<file path="config.mk">
export PLATFORM = sky130hd
export DESIGN_NAME = csa_stream_accumulator_flat
export DESIGN_NICKNAME = d
export VERILOG_FILES = /design/src/rtl/csa_stream_accumulator_if.sv /design/src/rtl/csa_stream_accumulator.sv /design/src/flat_wrapper.sv
export SDC_FILE = /design/constraint.sdc
export NUM_CORES = 1
export LEC_CHECK = 0
export ABC_CLOCK_PERIOD_IN_PS = 4000
export CORE_UTILIZATION = 55
export CTS_BUF_LIST = sky130_fd_sc_hd__clkbuf_4 sky130_fd_sc_hd__clkbuf_8
export DETAILED_ROUTE_END_ITERATION = 6
export PLACE_DENSITY_LB_ADDON = 0.1
export SYNTH_ARGS = -nofsm -noshare
export SYNTH_HDL_FRONTEND = slang
export SYNTH_SLANG_ARGS = --single-unit
</file>
<file path="constraint.sdc">
create_clock -name clk -period 4 [get_ports clk]
set_clock_uncertainty 0.1 [all_clocks]
set_input_delay 0.8 -clock clk [delete_from_list [all_inputs] [get_ports clk]]
set_output_delay 0.8 -clock clk [all_outputs]
set_load 0.05 [all_outputs]
</file>
<file path="src/rtl/csa_stream_accumulator_if.sv">
`default_nettype none
// ============================================================================
// Module      : csa_stream_accumulator_if
// Description : Operand-in / result-out valid-ready bundle for the
//               carry-save stream accumulator.
// Revision    : 1.0 - initial release
// ============================================================================
interface csa_stream_accumulator_if #(
  parameter int WIDTH = 32,
  parameter int GUARD = 8
) ();
  localparam int ACC_W = WIDTH + GUARD;

  logic             in_valid;
  logic             in_ready;
  logic [WIDTH-1:0] in_data;
  logic             in_last;
  logic             out_valid;
  logic             out_ready;
  logic [ACC_W-1:0] out_data;
  logic             out_ovf;

  modport master (
    output in_valid, in_data, in_last, out_ready,
    input  in_ready, out_valid, out_data, out_ovf
  );

  modport slave (
    input  in_valid, in_data, in_last, out_ready,
    output in_ready, out_valid, out_data, out_ovf
  );
endinterface
`default_nettype wire

</file>
<file path="src/rtl/csa_stream_accumulator.sv">
`default_nettype none
// ============================================================================
// Module      : csa_stream_accumulator
// Description : Carry-save multi-operand packet accumulator with a segmented
//               carry-propagate resolve. Optional macro CSA_ACC_OVF_EN builds
//               the sticky per-packet overflow flag.
// Revision    : 1.0 - initial release
// ============================================================================
module csa_stream_accumulator #(
  parameter int WIDTH = 32,
  parameter int GUARD = 8,
  parameter int CHUNK = 8
) (
  input  wire logic                  clk,
  input  wire logic                  rst_n,
  csa_stream_accumulator_if.slave    bus
);
  localparam int ACC_W  = WIDTH + GUARD;
  localparam int NCHUNK = ACC_W / CHUNK;
  localparam int IDX_W  = (NCHUNK > 1) ? $clog2(NCHUNK) : 1;

  typedef enum logic [1:0] {
    ST_ACCUM   = 2'd0,
    ST_RESOLVE = 2'd1,
    ST_DONE    = 2'd2
  } state_t;

  state_t             r_state;
  logic [ACC_W-1:0]   r_s;
  logic [ACC_W-1:0]   r_c;
  logic [ACC_W-1:0]   r_res;
  logic [IDX_W-1:0]   r_idx;
  logic               r_cin;
  logic               r_in_ready;
  logic               r_out_valid;

  logic               w_accept;
  logic [ACC_W-1:0]   w_x;
  logic [ACC_W-1:0]   w_sum_next;
  logic [ACC_W-1:0]   w_carry_next;
  logic [CHUNK:0]     w_chunk_sum;

  assign w_accept   = bus.in_valid && r_in_ready;
  assign w_x        = ACC_W'(bus.in_data);
  assign w_sum_next = r_s ^ r_c ^ w_x;
  // Majority shifted up one place; the bit leaving the top is the dropped carry.
  assign w_carry_next = ((r_s & r_c) | (r_s & w_x) | (r_c & w_x)) << 1;

  assign w_chunk_sum = {1'b0, r_s[r_idx*CHUNK +: CHUNK]}
                     + {1'b0, r_c[r_idx*CHUNK +: CHUNK]}
                     + (CHUNK+1)'(r_cin);

`ifdef CSA_ACC_OVF_EN
  logic r_ovf;
  logic w_drop;
  assign w_drop = (r_s[ACC_W-1] & r_c[ACC_W-1])
                | (r_s[ACC_W-1] & w_x[ACC_W-1])
                | (r_c[ACC_W-1] & w_x[ACC_W-1]);
`endif

  always_ff @(posedge clk or negedge rst_n) begin
    if (!rst_n) begin
      r_state     <= ST_ACCUM;
      r_s         <= '0;
      r_c         <= '0;
      r_res       <= '0;
      r_idx       <= '0;
      r_cin       <= 1'b0;
      r_in_ready  <= 1'b1;
      r_out_valid <= 1'b0;
`ifdef CSA_ACC_OVF_EN
      r_ovf       <= 1'b0;
`endif
    end else begin
      case (r_state)
        ST_ACCUM: begin
          if (w_accept) begin
            r_s <= w_sum_next;
            r_c <= w_carry_next;
`ifdef CSA_ACC_OVF_EN
            r_ovf <= r_ovf | w_drop;
`endif
            if (bus.in_last) begin
              r_state    <= ST_RESOLVE;
              r_idx      <= '0;
              r_cin      <= 1'b0;
              r_in_ready <= 1'b0;
            end
          end
        end

        ST_RESOLVE: begin
          r_res[r_idx*CHUNK +: CHUNK] <= w_chunk_sum[CHUNK-1:0];
          r_cin                       <= w_chunk_sum[CHUNK];
          if (r_idx == IDX_W'(NCHUNK - 1)) begin
            r_state     <= ST_DONE;
            r_out_valid <= 1'b1;
`ifdef CSA_ACC_OVF_EN
            r_ovf <= r_ovf | w_chunk_sum[CHUNK];
`endif
          end else begin
            r_idx <= r_idx + IDX_W'(1);
          end
        end

        ST_DONE: begin
          // res is deliberately left alone so out_data keeps the last total.
          if (bus.out_ready) begin
            r_state     <= ST_ACCUM;
            r_s         <= '0;
            r_c         <= '0;
            r_idx       <= '0;
            r_cin       <= 1'b0;
            r_in_ready  <= 1'b1;
            r_out_valid <= 1'b0;
`ifdef CSA_ACC_OVF_EN
            r_ovf       <= 1'b0;
`endif
          end
        end

        default: begin
          r_state     <= ST_ACCUM;
          r_in_ready  <= 1'b1;
          r_out_valid <= 1'b0;
        end
      endcase
    end
  end

  assign bus.in_ready  = r_in_ready;
  assign bus.out_valid = r_out_valid;
  assign bus.out_data  = r_res;
`ifdef CSA_ACC_OVF_EN
  assign bus.out_ovf   = r_ovf;
`else
  assign bus.out_ovf   = 1'b0;
`endif

endmodule
`default_nettype wire

</file>
<file path="src/flat_wrapper.sv">
// flat-port wrapper written by rule: the top's interface ports become plain ports
module csa_stream_accumulator_flat 
#(
  parameter int WIDTH = 32,
  parameter int GUARD = 8,
  parameter int CHUNK = 8
)
  (clk, rst_n, bus_in_valid, bus_in_data, bus_in_last, bus_out_ready, bus_in_ready, bus_out_valid, bus_out_data, bus_out_ovf);
  csa_stream_accumulator_if #(.WIDTH(WIDTH), .GUARD(GUARD)) bus_i ();
  input  wire logic clk;
  input  wire logic rst_n;
  input wire logic [$bits(bus_i.in_valid)-1:0] bus_in_valid;
  input wire logic [$bits(bus_i.in_data)-1:0] bus_in_data;
  input wire logic [$bits(bus_i.in_last)-1:0] bus_in_last;
  input wire logic [$bits(bus_i.out_ready)-1:0] bus_out_ready;
  output wire logic [$bits(bus_i.in_ready)-1:0] bus_in_ready;
  output wire logic [$bits(bus_i.out_valid)-1:0] bus_out_valid;
  output wire logic [$bits(bus_i.out_data)-1:0] bus_out_data;
  output wire logic [$bits(bus_i.out_ovf)-1:0] bus_out_ovf;
  assign bus_i.in_valid = bus_in_valid;
  assign bus_i.in_data = bus_in_data;
  assign bus_i.in_last = bus_in_last;
  assign bus_i.out_ready = bus_out_ready;
  assign bus_in_ready = bus_i.in_ready;
  assign bus_out_valid = bus_i.out_valid;
  assign bus_out_data = bus_i.out_data;
  assign bus_out_ovf = bus_i.out_ovf;
  csa_stream_accumulator #(.WIDTH(WIDTH), .GUARD(GUARD), .CHUNK(CHUNK)) u_core (.clk(clk), .rst_n(rst_n), .bus(bus_i));
endmodule
</file>
==> results by group, run 1 <==
Floorplanning
  – Die H: roughly 110 um
  – Total core area: around 11000 um^2
  – Die width: 110.8 um
  – Row cnt: 39
  – Die area: 12280 um^2
  – Initial Util: 56.79%
  – Total I/O pin count: 80

Layout
  – Area delta synth->final: 19.21%
  – Commonest non-fill, non-tap cell in the layout: dfrtp_1
  – Commonest cells after routing, fill and taps aside: dfrtp_1, a22o_1, clkdlybuf4s50_1
  – Seq. cell area: between 3000 and 4000 um^2
  – Post-Layout Inst Area: roughly 7800 um^2
  – Fin util: about 68%
  – # diodes: 0
  – Layout fillers: 884
  – NumNets Final: 691
  – Multi-input logic area: a little over 3000 um^2
  – Proportion of layout cells with a drive suffix above 1: approximately 12%

Status
  – Status: finished clean

Critical path
  – Startpoint type of the worst setup path: flop
  – Worst r2r src: u_core.r_idx[1]
  – Crit end category: flop
  – Worst Path Max Fanout: 14
  – Setup CP Type: reg -> reg
  – CP Data Arrival Time: 3.73 ns
  – Critical path launch point: u_core.r_idx[1]
  – CP Data Required Time: 4.20 ns

Yosys
  – Syn nets: 629
  – Synth unique cells: 59
  – Post-synth EDFFs: 0
  – Synth Cell Area: 6512 um^2
  – Synth Register Bits: 127
  – Synth Warn #: 0
  – Mean Syn Cell Area: 12.06 um^2
  – Sequential element share of the synthesized area: slightly below 50%
  – Async SR Flop Fraction: 100.0%
  – Most used flip-flop cell after synthesis: dfrtp_1
  – Post-Synthesis Cells: between 500 and 600

Routing
  – Drt initial violations: ~340
  – Routed WL: ~15 mm
  – Total number of vias: 4815
  – Final ANT Viol Nets: 0
  – Drt drc: 0
  – WL per Instance: between 20 and 25 um
  – First-pass DRT Iterations: 5
  – Avg Vias per Cell: 6.361

Clocking
  – Sink Count: 127
  – Clk_lat worst skew: approximately 0.45 ns
  – CTS tree: built
  – Post-CTS Setup Inserts: 0
  – Worst-path clk slew: 0.07 ns
  – Clk root buf: clkbuf_8
  – Post-CTS Hold Buffers: 0
  – H-tree levels: 4
  – Num CTS Buffers: 17
  – Clock Tree Buf Depth: 2
  – Post-CTS resize count: 0

GRT
  – First-pass GRT wire length: 25.44 mm
  – Number of global-route vias before repair: 4729
  – GRT Residual Overflow: 0
  – GRT Overall Usage: 27.00%
  – Largest net degree at the start of global routing: 80
  – Number of antenna violations at the first check in global routing: 0

Placed design
  – Worst slack at placement: 0.5986 ns
  – Post-DP HPWL: roughly 11 mm
  – Routability Congestion: around 0.92
  – Port Buf Inserts: slightly below 80
  – Placed Area: 7372 um^2

Timing
  – Slew margin rel.: 36.12%
  – Min setup slack post-route: 0.4662 ns
  – # setup viols final: 0
  – Period utilisation layout: between 80 and 90%
  – Slew Viols, Final: 0
  – Final min period: about 3.5 ns
  – Setup tns final: 0 ns
  – Final Hold Fails: 0
  – Fmax: around 0.28 GHz
  – Actual slew at the worst max-slew pin: 0.9582 ns
  – RSZ-0062 raised after global routing: false

Hold path
  – HP Class: in -> async

Pwr
  – Overall power: 6698 uW
  – Pleak: 0.003600 uW
  – P per Cell Area: roughly 860 nW/um^2
  – Worst IR drop on VDD: 562.5 uV

Job
  – Max-cap viol count: 0
## worst paths after layout
kind                                                end  slack (ns)  cells after the start
min in group clk                u_core.bus.out_data[17]        0.39                      2
max in group asynchronous       u_core.bus.out_data[35]        2.60                      2
worst max-delay path            u_core.bus.out_data[14]        0.47                     11
worst max register to register  u_core.bus.out_data[14]        0.47                     11
worst min register to register  u_core.bus.out_data[17]        0.39                      2
worst min-delay path                     u_core.r_s[12]        0.38                      1
## flip-flops by register name, summed over array words and instances, names as in the netlist
register              flops
u_core.r_cin              1
u_core.r_c               39
u_core.bus.in_ready       1
u_core.bus.out_valid      1
u_core.bus.out_data      40
u_core.r_state            2
u_core.r_s               40
u_core.r_idx              3
## critical path, stage by stage, from the launching register on
cell and delay, ns:
dfrtp_1 0.64, inv_1 0.33, a22oi_1 0.24, o22ai_1 0.11, a21boi_0 0.15, fa_1 0.44, inv_1 0.09, fa_1 0.20
nor2b_1 0.09, o2111a_1 0.28, nor4_2 0.55, o31ai_1 0.17
## cell usage after synthesis (2+ instances only)
| cell type | number | area, um^2 |
|---|---|---|
| a21boi_0 | 12 | 90.09 |
| a21oi_1 | 24 | 120.1 |
| a221oi_2 | 2 | 30.03 |
| a22o_1 | 79 | 691.9 |
| a22oi_1 | 14 | 105.1 |
| a41o_1 | 2 | 20.02 |
| buf_2 | 14 | 70.07 |
| buf_6 | 3 | 33.78 |
| clkbuf_1 | 25 | 93.84 |
| dfrtp_1 | 126 | 3153 |
| fa_1 | 33 | 660.6 |
| ha_1 | 19 | 237.7 |
| inv_1 | 8 | 30.03 |
| mux2_2 | 17 | 191.4 |
| nand2_1 | 32 | 120.1 |
| nand2b_1 | 3 | 18.77 |
| nand3_1 | 6 | 30.03 |
| nor2_1 | 17 | 63.81 |
| nor3_1 | 3 | 15.01 |
| o21ai_0 | 18 | 90.09 |
| o21ai_1 | 5 | 25.02 |
| o22a_1 | 6 | 52.55 |
| o22ai_1 | 26 | 162.7 |
| o31a_1 | 2 | 17.52 |
| o31ai_1 | 6 | 45.04 |
| or3_1 | 2 | 12.51 |
| or4_1 | 2 | 15.01 |
| xnor2_1 | 2 | 17.52 |
| xor2_1 | 2 | 17.52 |
## cell type report
class,instances,share of cell area [%]
repair buffers,86,11.12
inverters,10,0.4835
well taps,143,2.305
multi-input cells,360,40.10
clock buffers,26,4.367
clock inverters,5,0.6769
flip-flops and latches,127,40.95
## stage by stage
step           hold WS [ns]  instances
6_report             0.3842        757
3_5_place_dp         0.3708        726
3_3_place_gp         0.3658        726
5_1_grt              0.4038        757
4_1_cts              0.3913        757
2_1_floorplan        0.3870        540
## routing by layer
metal	routed length (um)	track usage, %	vias up
met2	7045	39.67	177
met3	924	6.889	22
met5	0	0	-
met4	254	8.089	0
met1	7095	39.81	2464
li1	-	-	2152
## power by group
group,internal [uW],switching [uW],leakage [uW]
registers,1690,446,0.00171
clock network,605,483,0.000205
logic,1350,2120,0.00168
## cells by family after synthesis
logic type	share of synthesized area, %
flops	48.82
compound gates	23.88
buf+inv	3.727
fa+ha+maj	13.79
xor+xnor	0.5380
simple gates	5.898
other cells	0.05758
mux	3.285
Power figures use the tool's default switching activity.
==> run 2, diff against run 1 <==
CAP_MARGIN = 5   (was unset)
SETUP_SLACK_MARGIN = 0.4   (was unset)
==> run 2 against run 1 <==
Compared with the run above:
- power grew 0.72%
- global-route usage unchanged
- flip-flop and latch count unchanged
- count of clock-buffer cells in the layout unchanged
- design area grew 0.26%
- worst setup slack better by 0.15 ns
- sequential share of layout area decreased by 0.089 points
- first-iteration DRC count increased by 3.2%
==> results by group, run 2 (synthesized netlist as in run 1, its figures left out) <==
Layout
  – NumNets Final: 691 (unchanged)
  – Proportion of layout cells with a drive suffix above 1: 12.21% (+0.65 points)
  – # diodes: 0 (unchanged)
  – Fin util: 67.88% (+0.17 points)
  – Final cell count without fillers: 757 (unchanged)
  – Commonest non-fill, non-tap cell in the layout: dfrtp_1
  – Layout fillers: 880 (-0.45%)
  – Commonest cells after routing, fill and taps aside: dfrtp_1, a22o_1, clkdlybuf4s50_1
  – Area delta synth->final: 19.52%

Pwr
  – Int Pwr: 3678 uW (+0.75%)
  – Logic pwr share: 52.2% (+0.3 points)
  – Clk network pwr share: 16.1% (about the same)
  – Sw Ratio: 45.48% (about the same)
  – P per Cell Area: 866.7 nW/um^2 (+0.46%)
  – Switching power: 3068 uW (+0.68%)
  – Seq pwr share: 31.7% (-0.2 points)
  – Pleak: 0.003600 uW (about the same)
  – Worst IR drop on VDD: 561.9 uV (-0.12%)

Timing
  – Slew Viols, Final: 0 (unchanged)
  – Actual slew at the worst max-slew pin: 0.9637 ns (+0.005530 ns)
  – RSZ-0062 raised after global routing: false
  – # setup viols final: 0 (unchanged)
  – Slew margin rel.: 35.75% (-0.37 points)
  – Fmax: 0.2959 GHz (+4.6%)
  – Hold Slack: 0.3880 ns (+0.003795 ns)
  – Setup tns final: 0 ns (unchanged)
  – Final min period: 3.379 ns (-0.1544 ns)
  – Final Hold Fails: 0 (unchanged)
  – Period utilisation layout: 84.48% (-3.9 points)

Floorplanning
  – Initial Util: 56.79% (unchanged)
  – Die area: 12280 um^2 (unchanged)
  – Die width: 110.8 um (unchanged)
  – Total core area: 11470 um^2 (unchanged)
  – Total I/O pin count: 80 (unchanged)
  – Row cnt: 39 (unchanged)
  – Die H: 110.8 um (unchanged)

Clocking
  – H-tree levels: 4 (unchanged)
  – Clk root buf: clkbuf_8
  – Clock Tree Buf Depth: 2 (unchanged)
  – Post-CTS Setup Inserts: 0 (unchanged)
  – Sink Count: 127 (unchanged)
  – Post-CTS Hold Buffers: 0 (unchanged)
  – CTS tree: built
  – Clk_lat worst skew: 0.45 ns (about the same)
  – Worst-path clk slew: 0.07 ns (about the same)
  – Post-CTS resize count: 0 (unchanged)
  – Num CTS Buffers: 17 (unchanged)

GRT
  – Largest net degree at the start of global routing: 80 (unchanged)
  – Met3 Usage GRT: 6.889% (unchanged)
  – Number of global-route vias before repair: 4729 (unchanged)
  – Met1 usage: 39.81% (unchanged)
  – Most Crowded Layer GR: met1
  – Number of antenna violations at the first check in global routing: 0 (unchanged)
  – First-pass GRT wire length: 25.44 mm (unchanged)
  – Met2 usage: 39.67% (unchanged)
  – GRT Residual Overflow: 0 (unchanged)
  – GRT Overall Usage: 27.00% (unchanged)

Critical path
  – Setup CP Type: reg -> reg
  – CP Data Required Time: 4.23 ns (+0.03 ns)
  – Startpoint type of the worst setup path: flop
  – CP Data Arrival Time: 3.61 ns (-0.12 ns)
  – Crit end category: flop
  – Worst Path Max Fanout: 38 (+24)

Placed design
  – Post-Place Cells: 726 (unchanged)
  – Port Buf Inserts: 78 (unchanged)
  – Post-DP HPWL: 10.59 mm (unchanged)
  – Routability Congestion: 0.9177 (unchanged)

Job
  – Max-cap viol count: 0 (unchanged)

Routing
  – Final ANT Viol Nets: 0 (unchanged)
  – Drt initial violations: 355 (+3.2%)
  – Avg Vias per Cell: 6.353 (-0.12%)
  – Drt drc: 0 (unchanged)
  – First-pass DRT Iterations: 5 (unchanged)
  – Total number of vias: 4809 (-0.12%)
  – Routed WL: 15.30 mm (-0.15%)
  – WL per Instance: 20.21 um (-0.15%)

Hold path
  – HP Class: in -> async

Status
  – Status: finished clean
run 2: final timing paths:
path | start | to | slack, ns | depth (start not counted)
max in group asynchronous | rst_n | u_core.bus.out_data[35] | 2.60 | 2
worst min-delay path | rst_n | u_core.r_s[12] | 0.39 | 1
worst max-delay path | u_core.r_idx[0] | u_core.bus.out_data[14] | 0.62 | 11
worst min register to register | u_core.bus.out_data[18] | u_core.bus.out_data[18] | 0.39 | 2
min in group clk | u_core.bus.out_data[18] | u_core.bus.out_data[18] | 0.39 | 2
worst max register to register | u_core.r_idx[0] | u_core.bus.out_data[14] | 0.62 | 11
run 2: power groups by stage:
stage	combinational, uW	clock (uW)	sequential [uW]
2_1_floorplan	1970	0	2500
3_3_place_gp	3310	0	2150
3_5_place_dp	3440	0	2150
4_1_cts	3460	1110	2130
5_1_grt	3840	1160	2190
6_report	3520	1090	2140
run 2: layout make-up:
type / instances / area, um^2 / share of cell area, %
Clock buffer: 26 / 339.1 / 4.356
Clock inverter: 5 / 52.55 / 0.6751
Inverter: 10 / 41.29 / 0.5305
Multi-Input combinational cell: 360 / 3128 / 40.19
Sequential cell: 127 / 3181 / 40.86
Tap cell: 143 / 178.9 / 2.299
Timing Repair Buffer: 86 / 863.3 / 11.09
run 2: metrics by stage:
step                power, uW  setup slack (ns)  cell area, um^2
CTS                      6703            0.5156             7764
finish                   6746            0.6206             7784
floorplan                4468            0.9154             6513
global route             7186            0.4222             7784
global placement         5453            0.7479             7372
detailed placement       5586            0.5986             7372
run 2: critical path, cell delays in order (launching register included):
cell and delay [ns]:
dfrtp_1 0.37, buf_4 0.35, mux2_2 0.39, nand3_1 0.08, o21ai_0 0.12, fa_1 0.46, inv_1 0.09, fa_1 0.20
nor2b_1 0.09, o2111a_1 0.30, o31a_1 0.39, o31ai_1 0.31
run 2: per-layer routing:
| layer | routed length [um] | share of wire [%] |
|---|---|---|
| met1 | 7185 | 47 |
| met2 | 7052 | 46 |
| met3 | 824 | 5.4 |
| met4 | 234 | 1.5 |
| met5 | 0 | 0 |
==> run 3, diff against run 2 <==
ABC_CLOCK_PERIOD_IN_PS = 3000   (was 4000)
CORE_UTILIZATION = 52   (was 55)
clock period = 3 ns   (was 4 ns; I/O delays follow)
==> run 3 against run 2 <==
Compared with the run above:
- cell count increased by 8.5%
- sequential share of layout area shrank 3.2 points
- first-iteration DRC count is 4.2% lower
- clock power up 34%
- register-to-register slack got worse by 0.38 ns
- critical endpoint unchanged
- count of clock-buffer cells in the layout decreased by 5
- non-clock buffer count increased by 37
- largest power group unchanged
- flip-flop and latch count is the same
- via count is 3.4% higher
- worst setup slack got worse by 0.38 ns
==> results by group, run 3 (synthesized netlist as in run 1, its figures left out) <==
Routing
  – WL per Instance: 19.43 um (-3.9%)
  – Avg Vias per Cell: 6.056 (-4.7%)
  – First-pass DRT Iterations: 7 (+2)
  – Met3 WL post-DR: 875 um (+6.2%)
  – Drt drc: 0 (unchanged)
  – Metal-1 WL: 7.297 mm (+1.6%)
  – Routed WL: 15.95 mm (+4.3%)
  – Total number of vias: 4972 (+3.4%)
  – Wire length on met2: 7.411 mm (+5.1%)
  – Drt initial violations: 340 (-4.2%)
  – Max layer used: met4
  – Final ANT Viol Nets: 0 (unchanged)

Clocking
  – H-tree levels: 4 (unchanged)
  – Num CTS Buffers: 17 (unchanged)
  – Worst-path clk slew: 0.07 ns (about the same)
  – Clk root buf: clkbuf_8
  – Clock Tree Buf Depth: 2 (unchanged)
  – Sink Count: 127 (unchanged)
  – CTS tree: built
  – Clk_lat worst skew: 0.45 ns (about the same)

GRT
  – GRT Overall Usage: 26.60% (-0.40 points)
  – GRT Residual Overflow: 0 (unchanged)
  – Largest net degree at the start of global routing: 80 (unchanged)
  – First-pass GRT wire length: 26.02 mm (+2.3%)
  – Number of global-route vias before repair: 4928 (+4.2%)
  – Number of antenna violations at the first check in global routing: 0 (unchanged)

Pwr
  – Pleak: 0.003881 uW (+7.8%)
  – Overall power: 10350 uW (+53%)
  – Worst IR drop on VDD: 578.8 uV (+3.0%)
  – P per Cell Area: 1225 nW/um^2 (+41%)

Placed design
  – Post-DP HPWL: 10.62 mm (+0.28%)
  – Post-Place Cells: 762 (+5.0%)
  – Port Buf Inserts: 78 (unchanged)
  – Worst slack at placement: 0.1357 ns (-0.4630 ns)
  – Routability Congestion: 0.8704 (-5.2%)

Layout
  – Final cell count without fillers: 821 (+8.5%)
  – Area delta synth->final: 29.76%
  – Multi-input logic area: 3352 um^2 (+7.2%)
  – NumNets Final: 729 (+5.5%)
  – Commonest non-fill, non-tap cell in the layout: dfrtp_1
  – Layout fillers: 847 (-3.8%)
  – # diodes: 0 (unchanged)
  – Seq. cell area: 3182 um^2 (about the same)
  – Proportion of layout cells with a drive suffix above 1: 23.12% (+11 points)
  – Commonest cells after routing, fill and taps aside: dfrtp_1, a22o_1, clkdlybuf4s50_1

Critical path
  – Worst-path cell chain: mux2_2 -> nand3_1 -> o21ai_1 -> fa_2 -> inv_2 -> fa_2 -> nor2b_2 -> o2111a_2 -> o31a_1 -> o31ai_1
  – Critical path launch point: u_core.r_idx[0]
  – CP bufs+invs: 1 (-1)
  – Peak per-stage delay on the critical path: 0.46 ns (about the same)
  – CP Data Required Time: 3.25 ns (-0.98 ns)
  – Crit-path leading delay family: compound AO/OA/AOI/OAI gates
  – Crit end category: flop
  – Setup CP Type: reg -> reg
  – Startpoint type of the worst setup path: flop
  – CP Data Arrival Time: 3.01 ns (-0.60 ns)
  – Worst r2r src: u_core.r_idx[0]
  – Most frequent CP cell: fa_2
  – Slowest CP cell: dfrtp_2
  – Worst Path Max Fanout: 6 (-84%)

Timing
  – Setup tns final: 0 ns (unchanged)
  – RSZ-0062 raised after global routing: true
  – Fmax: 0.3625 GHz (+22%)
  – Slew margin rel.: 54.61% (+19 points)
  – Slew Viols, Final: 0 (unchanged)
  – # setup viols final: 0 (unchanged)
  – Final Hold Fails: 0 (unchanged)
  – Final min period: 2.759 ns (-0.6204 ns)
  – Period utilisation layout: 91.97% (+7.5 points)
  – Min setup slack post-route: 0.2410 ns (-0.3796 ns)
  – Actual slew at the worst max-slew pin: 0.6809 ns (-0.2829 ns)

Floorplanning
  – Initial Util: 53.77% (-3.0 points)
  – Total core area: 12110 um^2 (+5.6%)
  – Total I/O pin count: 80 (unchanged)
  – Row cnt: 40 (+2.6%)
  – Die H: 113.9 um (+2.8%)
  – Die width: 113.9 um (+2.8%)
  – Die area: 12980 um^2 (+5.7%)

Status
  – Status: finished clean

Job
  – Max-cap viol count: 0 (unchanged)

Hold path
  – HP Class: in -> async
run 3: changes by cell type in the layout (fill, tap and decap cells not counted), sizes merged, moves of 2 or more:
cell	before	now
bufbuf	0	2
buf	9	44
clkbuf	26	21
clkinvlp	2	4
clkinv	4	7
run 3: stage by stage:
stage / hold slack [ns] / area [um^2] / util [%]
5_1_grt: 0.1279 / 8451 / 69.77
2_1_floorplan: 0.2044 / 6576 / -
3_5_place_dp: 0.3768 / 7538 / 62.24
4_1_cts: 0.09068 / 8234 / 67.99
6_report: 0.07976 / 8451 / 69.77
3_3_place_gp: 0.3595 / 7538 / 62.24
run 3: cell type report:
cell class	count	share of cell area, %
clock buffer	21	3.272
clock inverter	11	1.362
inverter	10	0.5330
multi-input combinational	360	39.67
sequential	127	37.65
tap	168	2.487
timing repair buffer	123	14.97
timing repair inverter	1	0.05922
run 3: repair_timing:
action,4_1_cts,5_1_grt
pin swaps,14,12
setup endpoints to repair,33,33
hold buffers,0,0
cloned,3,0
gates resized for setup,26,44
buffers inserted,19,5
run 3: layer usage:
| metal | vias to the layer above | GRT usage, % |
|---|---|---|
| li1 | 2231 | - |
| met1 | 2528 | 38.51 |
| met2 | 182 | 39.02 |
| met3 | 31 | 6.004 |
| met4 | 0 | 10.91 |
| met5 | - | 0 |
run 3: power by group:
group	internal, uW	total (uW)	switching, uW
registers	2260	2840	585
logic	2760	6050	3290
clock network	791	1460	669
total	5810	10400	4540
run 3: path summary, 6_finish.rpt:
kind,slack (ns),cells after the start,endpoint
worst min-delay path,0.08,1,u_core.r_s[18]
max in group asynchronous,1.93,2,u_core.r_c[30]
worst max-delay path,0.24,10,u_core.bus.out_data[14]
worst min register to register,0.39,2,u_core.bus.out_data[25]
min in group clk,0.39,2,u_core.bus.out_data[25]
worst max register to register,0.24,10,u_core.bus.out_data[14]
==> edit 1, RTL diff (config.mk and constraints of run 1) <==
Build with the macro `CSA_ACC_OVF_EN` defined.
--- a/src/rtl/csa_stream_accumulator.sv
+++ b/src/rtl/csa_stream_accumulator.sv
@@ -6,6 +6,8 @@
 //               the sticky per-packet overflow flag.
 // Revision    : 1.0 - initial release
 // ============================================================================
+`define CSA_ACC_OVF_EN
+
 module csa_stream_accumulator #(
   parameter int WIDTH = 32,
   parameter int GUARD = 8,
Formal check against the unedited RTL: same outputs for any inputs over 4 cycles, from zero or initial values and one cycle with rst_n low; that may be too few to reach the edited logic, so the function may still have changed.
==> edit 1 against run 1 <==
Cell area increased by 2.4%. Sequential cell count increased by 1. Global-route usage increased by 0.18 points. Worst setup slack got worse by 0.054 ns. Area after synthesis increased by 0.13%. Die area increased by 0.14%. Non-clock buffer count increased by 3. Wire length decreased by 1.1%. Synthesized cell count decreased by 4.8%. Total power decreased by 4.5%. Highest routed layer unchanged.
==> edit 1: results <==
group,metric,value,unit
finish,regArea,0.00320,sq mm
finish,nMultiInputCombCells,344,
status,status,"completed",
finish,inv_count,6,
power_and_ir_drop,p_leak,3.64,nW
finish,buffers_excl_clock,89,
finish,buf_share,11.2,%
synth,syn-num-nets,607,
synth,avgSynthCellArea,12.7,sq um
drt,wl_met1,7190,um
grt,use_met1,39.9,%
finish,fin_nets,679,
setup_path,cpPeakStageDelay,0.46,ns
grt,gr-usage-met3,6.01,%
finish,drive_gt1_share,11.0,%
drt,routed_wl,15200,um
setup_path,r2r_start,"u_core.r_idx[2]",
finish,nFillCells,840,
synth,synth.distinct_cells,51,
power_and_ir_drop,ir_drop,0.000614,V
synth,synth.top_cells.by_area,"dfrtp_1, a22o_1, fa_1, ha_1, o22ai_1",
synth,synth_common_cells,"dfrtp_1, a22o_1, fa_1",
grt,grt_pass1_wl,25600,um
place,place_area,0.00745,sq mm
place,place_worst_setup_slack,0.491,ns
setup_path,cp_max_fo,19,
sta,fin_hold_ws,0.290,ns
setup_path,critPathArrivalTime,3.87,ns
grt,grtUsageTotal,27.2,%
finish,multi_input_area_share,39.8,%
clock_tree,cts.sinks,128,
place,io_buffers,79,
sta,setup_ws,0.412,ns
drt,dr_wl_met2,7130,um
power_and_ir_drop,powerSeq,0.00220,W
finish,clkCellAreaFrac,6.23,%
power_and_ir_drop,power_clock,0.00136,W
power_and_ir_drop,power_density,804,mW/mm^2
drt,wl_met3,644,um
drt,drtIter0Drc,310,
drt,via_count,4697,
drt,drt_first_pass_iters,4,
sta,relSlewSlack,44.9,%
## edit 1: worst paths after layout
kind	end	cells after the start
max	u_core.bus.out_data[38]	10
min	u_core.r_s[13]	1
max reg2reg	u_core.bus.out_data[38]	10
min reg2reg	u_core.bus.out_data[25]	1
max in group asynchronous	u_core.bus.in_ready	2
min in group clk	u_core.bus.out_data[25]	1
## edit 1: cell families (layout without fill, tap and decap cells)
family                   after synthesis  in the layout  synth area share (%)
buffers and inverters                 42            127                  2.51
multiplexers                          19             19                  3.40
XOR/XNOR                               5              5                 0.672
adder cells (fa/ha/maj)               56             56                  14.5
flip-flops                           128            128                  49.1
AND/OR/NAND/NOR                       50             50                  4.78
AO/OA/AOI/OAI                        214            214                  25.0
## edit 1: critical path, delay by kind of cell, from the launching register on
kind	cells	cell delay, ns
compound gates	5	1.15
fa+ha+maj	2	0.88
buf+inv	1	0.46
flops	1	0.35
xor+xnor	1	0.34
mux	1	0.23
==> edit 2, RTL diff (flow settings as in run 1) <==
Without the edit above. Make the reset (`rst_n`) synchronous in one clocked block.
--- a/src/rtl/csa_stream_accumulator.sv
+++ b/src/rtl/csa_stream_accumulator.sv
@@ -58,7 +58,7 @@
                 | (r_c[ACC_W-1] & w_x[ACC_W-1]);
 `endif
 
-  always_ff @(posedge clk or negedge rst_n) begin
+  always_ff @(posedge clk) begin
     if (!rst_n) begin
       r_state     <= ST_ACCUM;
       r_s         <= '0;
Check against the original RTL: differs if rst_n is asserted again (counterexample within 4 cycles, from zero or initial values and one cycle with rst_n low); with rst_n held inactive, the same outputs for 4 cycles.
==> edit 2 against run 1 <==
Cell area shrank 4.1%. Sequential cell count is the same. Area after synthesis shrank 4.9%. Worst setup slack gained 0.048 ns. Wire length shrank 2.7%. Fmax grew 1.4%. Count of clock-buffer cells in the layout is the same. Sequential share of layout area shrank 6.8 points.
Power is not compared: it rests on default switching activity, and its combinational part moved more than twofold at a synthesized area within 25%.
==> edit 2: results <==
group,metric,value,unit
grt,grt_start_max_net_pins,80,
synth,synth-seq-area-share,41.1,%
synth,async_flop_share,0,%
clock_tree,clk_pin_slew,0.07,ns
setup_path,cpPeakStageDelay,0.49,ns
grt,grt_pass1_vias,4670,
drt,routed_wl,14900,um
sta,relSlewSlack,40.9,%
finish,nFillCells,851,
status,status,"completed",
min_path,hold_class,"reg2reg",
setup_path,worstSetupEndpoint,"u_core.bus.out_data[38]",
min_path,hold_depth,2,
synth,synthMuxAreaShare,7.19,%
setup_path,worst_r2r_path_depth,12,
drt,dr_wl_met2,6440,um
sta,fin_crit,3.49,ns
setup_path,worst_path_max_delay_cell,"nor3_1",
setup_path,r2r_start,"u_core.r_idx[2]",
synth,synth_fa_ha_area_share,14.5,%
clock_tree,ctsHtreeMaxLevel,4,
finish,drive_gt1_share,9.89,%
synth,avgSynthCellArea,9.92,sq um
clock_tree,postCtsSetupBuffers,0,
clock_tree,root_buffer,"clkbuf_8",
setup_path,cp_max_fo,16,
drt,maxUsedRoutingLayer,"met4",
synth,synth-xor-area-share,0.566,%
grt,grt_pass1_wl,24000,um
finish,antenna_cells,0,
place,gp_congestion,0.856,
grt,antenna_found_initial,0,
drt,wl_per_cell,17.8,um
synth,synth.distinct_cells,57,
synth,synth_common_cells,"dfxtp_1, nor2_1, a22oi_1",
drt,wl_met1,7170,um
place,hpwlAfterDp,10600,um
finish,fin_nets,775,
place,place_worst_setup_slack,0.577,ns
drt,wl_met3,1050,um
setup_path,r2r_setup_slack,0.51,ns
setup_path,timing.rr.end,"u_core.bus.out_data[38]",
power_and_ir_drop,p_leak,2.83,nW
grt,grtUsageTotal,27.5,%
synth,syn-num-nets,713,
drt,drtIter0Drc,447,
clock_tree,clock_path_buffers,2,
drt,via_count,5047,
min_path,hold_start,"u_core.bus.out_data[26]",
place,place_inst,807,
synth,synth.top_cells.by_area,"dfxtp_1, fa_1, a22oi_1, nor2_1, mux4_2",
synth,synth_compound_area_share,18.9,%
-- edit 2: cell types whose count changed in the layout (fill, tap and decap cells not counted), sizes merged, moves of 13 or more --
cell   change
dfxtp    +127
nor2      +96
a22oi     +64
dfrtp    -126
o22ai     -25
nand3     +15
nand2     +14
o21ai     -17
mux2      -15
mux2i     +13
a22o      -66
-- edit 2: layer usage --
| layer | vias to the layer above | global-route usage (%) |
|---|---|---|
| li1 | 2374 | - |
| met1 | 2497 | 40.4 |
| met2 | 155 | 39.1 |
| met3 | 21 | 6.87 |
| met4 | 0 | 9.69 |
| met5 | - | 0 |
-- edit 2: critical path: cells and delay by family, from the launching register on --
kind	cells	cell delay, ns
buffers and inverters	2	0.36
AOI/OAI and AO/OA	4	0.83
DFF	1	0.46
and+or+nand+nor	4	0.92
adders and majority gates	2	0.70
-- edit 2: final cells by class --
class,instances,share of cell area [%]
clock inverters,5,1.06
flip-flops and latches,127,34.2
well taps,140,2.35
repair buffers,86,11.3
multi-input cells,443,46.2
clock buffers,26,4.39
inverters,11,0.555
-- edit 2: power by group through the flow --
stage | clock (W) | sequential [W] | combinational, W
after global routing | 0.00120 | 0.00138 | 0.000476
after CTS | 0.00115 | 0.00137 | 0.000431
final | 0.00113 | 0.00137 | 0.000430
after global placement | 0 | 0.00140 | 0.000412
after floorplan | 0 | 0.00139 | 0.000295
after detailed placement | 0 | 0.00140 | 0.000426
-- edit 2: per-stage QoR --
step	hold WS [ns]	util (%)	instance area [sq um]
finish	0.359	68.4	7440
global route	0.390	68.4	7440
CTS	0.358	68.4	7440
detailed placement	0.349	64.6	7040
global placement	0.347	64.6	7040
floorplan	0.387	-	6190
